File: src/rtl/tsp_arbiter.sv
// Two-requester round-robin arbiter feeding a shared non-stalling 3-stage pipeline,
// with credit-gated issue and per-requester response FIFOs. Optional: TSP_ARB_STATS_EN.

module three_stage_pipeline #(
  parameter int DWIDTH = 32
) (
  input  logic              clk,
  input  logic              rst,
  input  logic [DWIDTH-1:0] i_op1,
  input  logic [DWIDTH-1:0] i_op2,
  output logic [DWIDTH-1:0] o_result
);
  logic [DWIDTH-1:0] r_a, r_sum, r_diff, r_res;

  always_ff @(posedge clk) begin
    if (rst) begin
      r_a    <= '0;
      r_sum  <= '0;
      r_diff <= '0;
      r_res  <= '0;
    end else begin
      r_a    <= i_op1;
      r_sum  <= i_op1 + i_op2;
      r_diff <= r_sum - r_a;
      r_res  <= r_diff;
    end
  end

  assign o_result = r_res;
endmodule

module tsp_arb_buf #(
  parameter int DWIDTH = 32,
  parameter int DEPTH  = 4
) (
  input  logic                     clk,
  input  logic                     rst,
  input  logic                     i_push,
  input  logic [DWIDTH-1:0]        i_data,
  input  logic                     i_pop,
  output logic [$clog2(DEPTH):0]   o_occ,
  output logic [DWIDTH-1:0]        o_data
);
  localparam int AW = $clog2(DEPTH);

  logic [DWIDTH-1:0] r_mem [DEPTH];
  logic [AW-1:0]     r_wr, r_rd;
  logic [AW:0]       r_occ;

  always_ff @(posedge clk) begin
    if (rst) begin
      r_wr  <= '0;
      r_rd  <= '0;
      r_occ <= '0;
    end else begin
      if (i_push) r_wr <= r_wr + 1'b1;
      if (i_pop)  r_rd <= r_rd + 1'b1;
      r_occ <= r_occ + (AW+1)'(i_push) - (AW+1)'(i_pop);
    end
  end

  always_ff @(posedge clk) begin
    if (i_push) r_mem[r_wr] <= i_data;
  end

  // Credit gating must make a push into a full buffer unreachable.
  always_ff @(posedge clk) begin
    if (!rst && i_push && !i_pop) assert (r_occ < (AW+1)'(DEPTH));
  end

  assign o_occ  = r_occ;
  assign o_data = (r_occ != '0) ? r_mem[r_rd] : '0;
endmodule

module tsp_arbiter #(
  parameter int DWIDTH    = 32,
  parameter int BUF_DEPTH = 4
) (
  input  logic              clk,
  input  logic              rst,
  input  logic              req0_valid_i,
  output logic              req0_ready_o,
  input  logic [DWIDTH-1:0] req0_op1_i,
  input  logic [DWIDTH-1:0] req0_op2_i,
  input  logic              req1_valid_i,
  output logic              req1_ready_o,
  input  logic [DWIDTH-1:0] req1_op1_i,
  input  logic [DWIDTH-1:0] req1_op2_i,
  output logic              rsp0_valid_o,
  input  logic              rsp0_ready_i,
  output logic [DWIDTH-1:0] rsp0_data_o,
  output logic              rsp1_valid_o,
  input  logic              rsp1_ready_i,
  output logic [DWIDTH-1:0] rsp1_data_o,
  output logic              busy_o
`ifdef TSP_ARB_STATS_EN
  ,
  output logic [15:0]       gnt0_cnt_o,
  output logic [15:0]       gnt1_cnt_o
`endif
);
  localparam int CW = $clog2(BUF_DEPTH) + 1;

  logic [1:0]             w_req_vld, w_elig, w_gnt, w_push, w_pop, w_rsp_rdy, w_rsp_vld;
  logic [1:0][DWIDTH-1:0] w_op1, w_op2, w_rsp_data;
  logic [1:0][CW-1:0]     w_occ, w_occ_nxt, r_infl;
  logic [DWIDTH-1:0]      w_pipe_op1, w_pipe_op2, w_pipe_res;
  logic [2:0]             r_tag_vld, r_tag_own;
  logic                   r_last, r_busy;

  assign w_req_vld = {req1_valid_i, req0_valid_i};
  assign w_op1     = {req1_op1_i, req0_op1_i};
  assign w_op2     = {req1_op2_i, req0_op2_i};
  assign w_rsp_rdy = {rsp1_ready_i, rsp0_ready_i};

  for (genvar n = 0; n < 2; n++) begin : g_req
    logic [CW:0] w_used;
    // Credit comes from registered counts only, so a same-cycle pop frees space next cycle.
    assign w_used       = {1'b0, r_infl[n]} + {1'b0, w_occ[n]};
    assign w_elig[n]    = !rst && w_req_vld[n] && (w_used < (CW+1)'(BUF_DEPTH));
    assign w_push[n]    = r_tag_vld[2] && (r_tag_own[2] == 1'(n));
    assign w_rsp_vld[n] = (w_occ[n] != '0);
    assign w_pop[n]     = w_rsp_vld[n] && w_rsp_rdy[n];
    assign w_occ_nxt[n] = w_occ[n] + CW'(w_push[n]) - CW'(w_pop[n]);

    tsp_arb_buf #(.DWIDTH(DWIDTH), .DEPTH(BUF_DEPTH)) u_buf (
      .clk    (clk),
      .rst    (rst),
      .i_push (w_push[n]),
      .i_data (w_pipe_res),
      .i_pop  (w_pop[n]),
      .o_occ  (w_occ[n]),
      .o_data (w_rsp_data[n])
    );

    always_ff @(posedge clk) begin
      if (rst) r_infl[n] <= '0;
      else     r_infl[n] <= r_infl[n] + CW'(w_gnt[n]) - CW'(w_push[n]);
    end
  end

  assign w_gnt[0] = w_elig[0] && (!w_elig[1] ||  r_last);
  assign w_gnt[1] = w_elig[1] && (!w_elig[0] || !r_last);

  always_comb begin
    w_pipe_op1 = '0;
    w_pipe_op2 = '0;
    if (w_gnt[0]) begin
      w_pipe_op1 = w_op1[0];
      w_pipe_op2 = w_op2[0];
    end else if (w_gnt[1]) begin
      w_pipe_op1 = w_op1[1];
      w_pipe_op2 = w_op2[1];
    end
  end

  three_stage_pipeline #(.DWIDTH(DWIDTH)) u_pipe (
    .clk      (clk),
    .rst      (rst),
    .i_op1    (w_pipe_op1),
    .i_op2    (w_pipe_op2),
    .o_result (w_pipe_res)
  );

  // Tag tail lines up with the pipeline output register.
  always_ff @(posedge clk) begin
    if (rst) begin
      r_tag_vld <= '0;
      r_tag_own <= '0;
      r_last    <= 1'b1;
      r_busy    <= 1'b0;
    end else begin
      r_tag_vld <= {r_tag_vld[1:0], |w_gnt};
      r_tag_own <= {r_tag_own[1:0], w_gnt[1]};
      if (|w_gnt) r_last <= w_gnt[1];
      r_busy <= (|r_tag_vld[1:0]) || (|w_gnt) || (w_occ_nxt[0] != '0) || (w_occ_nxt[1] != '0);
    end
  end

  assign req0_ready_o = w_gnt[0];
  assign req1_ready_o = w_gnt[1];
  assign rsp0_valid_o = w_rsp_vld[0];
  assign rsp1_valid_o = w_rsp_vld[1];
  assign rsp0_data_o  = w_rsp_data[0];
  assign rsp1_data_o  = w_rsp_data[1];
  assign busy_o       = r_busy;

`ifdef TSP_ARB_STATS_EN
  logic [1:0][15:0] r_gnt_cnt;

  always_ff @(posedge clk) begin
    if (rst) r_gnt_cnt <= '0;
    else begin
      for (int n = 0; n < 2; n++)
        if (w_gnt[n] && r_gnt_cnt[n] != 16'hFFFF) r_gnt_cnt[n] <= r_gnt_cnt[n] + 16'd1;
    end
  end

  assign gnt0_cnt_o = r_gnt_cnt[0];
  assign gnt1_cnt_o = r_gnt_cnt[1];
`endif
endmodule

File: config.mk
export PLATFORM = sky130hd
export DESIGN_NAME = tsp_arbiter
export DESIGN_NICKNAME = d
export VERILOG_FILES = /design/src/rtl/tsp_arbiter.sv
export SDC_FILE = /design/constraint.sdc
export NUM_CORES = 1
export LEC_CHECK = 0
export CAP_MARGIN = 20
export CORE_MARGIN = 10
export CORE_UTILIZATION = 25
export CTS_CLUSTER_DIAMETER = 120
export CTS_CLUSTER_SIZE = 8
export DETAILED_ROUTE_END_ITERATION = 6
export PLACE_DENSITY = 0.53
export SKIP_CTS_REPAIR_TIMING = 1
export SYNTH_ARGS = -nofsm -noshare
export SYNTH_HDL_FRONTEND = slang
export SYNTH_HIERARCHICAL = 1
export SYNTH_SLANG_ARGS = --single-unit
File: constraint.sdc
create_clock -name clk -period 6.3 [get_ports clk]
set_input_delay 0.63 -clock clk [delete_from_list [all_inputs] [get_ports clk]]
set_output_delay 0.63 -clock clk [all_outputs]
set_load 0.01 [all_outputs]
==> impl_results.md <==
- Vias/cell: ~4.4
- CP Class: reg -> reg
- Slowest-stage cell, CP: o21a_2
- Residual DRC count: 0
- Synth cell types: 69
- CP max FO: 40
- Met2 usage: 18.4%
- Initial antenna violation count: 5
- Count leader, synth: edfxtp_1
- # port buffers: 202
- Vias in the first global route: 12211
- Global routing met1 resource utilization: a little over an eighth
- Place WS: 864 ps
- Nets: between 1500 and 2000
- Psw: 3.26 mW
- P_int: 6.84 mW
- Tmin final: 4930 ps
- Critical path cell sequence: ha_1 > or4b_4 > a311oi_4 > o21a_2 > buf_4 > a22o_1 > ha_1 > a211o_1 > a211oi_1 > a31oi_2 > a31oi_1 > o21ai_0 > xnor2_1 > nor2_1
- Asr flop ratio synth: 0%
- Comb power frac: between 30% and 40%
- Num rows: 100
- Core area: 74400 sq um
- RSZ-0062 raised after global routing: no
- Worst slew pin tran: 842 ps
- Max-Cap Viols: 0
- Via Count: 11519
- Dpl hpwl: between 30000 and 40000 microns
- Fmax: 203 MHz
- Final period util: 78.3%
- Width of the chip: 294 microns
- Mapped Avg Cell Area: about 13 sq um
- Largest net degree at the start of global routing: 85
- Detailed Route WL: 48000 microns
- Top FF cell, synth: edfxtp_1
- Worst-skew pair later-pin latency: around 600 ps
- Status: finished clean
- Initial core utilization: between 20% and 30%
- Worst setup margin: about 1400 ps
- GR peak layer: met2
- CP endpoint kind: flop
- CP Data Required Time: 6750 ps
- Worst clock skew: 26.6 ps
- Number of synthesized flops with an enable pin: between 200 and 300
- First DRT Iteration DRCs: 612
- Post-synthesis cell count: approximately 1400
- Sequential share of power: 34.4%
- Pins Over Slew Limit: 0
- Maximum single-stage delay on the critical path: 600 ps
- Power Density: 432 nW/um^2
- Critical Path Source Type: flop
- Largest cells by area after synthesis: edfxtp_1 41%, dfxtp_1 17%, mux4_2 7.2%
- Worst path buffer plus inverter count: 1
- Max clock buf depth: 3
- Sw frac: roughly 32%
- Clock Power Share: 27.2%
- Max-slew headroom: 43.8%
- Fin Setup TNS: 0 ps
- DRT antenna net count: 0
- Crit-path most repeated cell: ha_1
- Yosys top cell by area: edfxtp_1
- Top cell type's share of synthesized area: between 40% and 50%
- Final Wtd Congestion: 0.828
- Leakage: 8.53 nW
- Met3 Use GR: between 2 and 3%
- CTS tree: built
- Layout area overhead: 24.5%
- Clk pin slew, worst setup/hold paths: 50 ps
- Die area: 86400 sq um
- Final hold vios: 0
- Power Total: 10.1 mW
- # setup viols final: 0
- Synth top cells by count: 256 x edfxtp_1, 160 x dfxtp_1, 94 x nor2_1
- Cell family with most CP delay: compound AO/OA/AOI/OAI gates
- H-tree depth: 2
- I/O pin total: about 200
- Synth Warn #: 6
- Die Y-Extent: 294 microns
- Post-synthesis sequential element count: 416
- Seq/Total Area, Yosys: 58.0%
- Peak supply drop: 213 uV
- Class of the worst hold path: reg -> reg
- TritonRoute pass-1 iters: 5
- Mapped cell area: 18800 sq um
- Crit path DAT: about 5400 ps
- First-pass GRT wire length: 73200 microns
- Syn nets: ~1600
- Wire per inst: 18.3 microns
- CTS Sinks: 416
- Gr ovfl total: 0
- Share of cells above drive strength 1: 9.54%
- CTS Root Cell: clkbuf_16
- GR Util All Layers: 10.9%
- Number of buffers created by CTS: 57
-- layout make-up --
cell class	instances	area [sq um]
flip-flops and latches	416	10900
clock inverters	3	58.8
repair buffers	219	2150
diodes	2	5.00
inverters	70	263
well taps	969	1210
multi-input cells	859	7240
fillers	7378	51100
clock buffers	89	1550
-- power by group through the flow --
stage / Clock [mW] / Combinational [mW] / Sequential [mW]
floorplan: 0 / 2.69 / 3.45
finish: 2.75 / 3.87 / 3.48
global placement: 0 / 3.92 / 3.52
global route: 2.96 / 4.29 / 3.52
detailed placement: 0 / 3.95 / 3.54
CTS: 2.85 / 3.96 / 3.48
-- sequential cells by signal, indices dropped and copies added, names as in the netlist, named ones only --
signal,count
u_pipe/r_diff,32
g_req.u_buf/r_mem,256
g_req.u_buf/r_rd,4
u_pipe/o_result,32
busy_o,1
g_req.u_buf/r_wr,4
u_pipe/r_sum,32
g_req.u_buf/o_occ,6
r_tag_own,3
u_pipe/r_a,32
r_tag_vld,3
r_infl,6
r_last,1
-- layer usage --
layer,routed length (microns),share of wire [%]
met5,0,0
met4,1110,2.3
met3,2760,5.7
met2,23000,48
met1,21100,44
-- metrics by stage --
step	area (sq um)	hold WS, ps	utilization (%)	instances
6_report	23400	437	31.4	2627
2_1_floorplan	18800	414	-	1401
4_1_cts	23400	441	31.4	2625
3_3_place_gp	21800	424	29.2	2533
5_1_grt	23400	460	31.4	2626
3_5_place_dp	21800	426	29.2	2533
-- cells by family (layout without fill, tap and decap cells) --
group | after synthesis | in the layout | share of synthesized area (%)
muxes | 69 | 69 | 8.05
other | 0 | 2 | 0
DFF | 416 | 416 | 58.0
buffers and inverters | 126 | 381 | 3.44
and+or+nand+nor | 362 | 362 | 10.4
AOI/OAI and AO/OA | 268 | 268 | 10.3
adders and majority gates | 94 | 94 | 6.59
xor gates and xnor gates | 66 | 66 | 3.24
-- layout by cell type (no fill, tap or decap), drive strengths merged, types with 64 or more instances in the layout --
master,synthesis,routed
a21oi,64,64
and2,82,82
inv,70,72
ha,86,86
nor2b,90,90
edfxtp,256,256
a22o,65,65
clkdlybuf4s50,0,201
dfxtp,160,160
nor2,94,94
mux4,64,64
clkbuf,29,89
-- worst register-to-register path, cell delays in order (launching register included) --
cell and delay (ps):
dfxtp_1 420, ha_1 260, or4b_4 520, a311oi_4 390
o21a_2 600, buf_4 510, a22o_1 230, ha_1 280
a211o_1 300, a211oi_1 270, a31oi_2 210, a31oi_1 400
o21ai_0 180, xnor2_1 170, nor2_1 60
-- final timing paths --
check / start / slack [ps] / cells after the start / to
setup / recovery: g_req[0].u_buf/o_occ[2]$_SDFF_PP0_ / 1370 / 14 / u_pipe/r_sum[24]$_SDFF_PP0_
hold / removal: u_pipe/r_diff[25]$_SDFF_PP0_ / 440 / 1 / u_pipe/o_result[25]$_SDFF_PP0_
setup reg to reg: g_req[0].u_buf/o_occ[2]$_SDFF_PP0_ / 1370 / 14 / u_pipe/r_sum[24]$_SDFF_PP0_
hold reg to reg: u_pipe/r_diff[25]$_SDFF_PP0_ / 440 / 1 / u_pipe/o_result[25]$_SDFF_PP0_
Note: power is estimated with default switching activity, not from simulation.
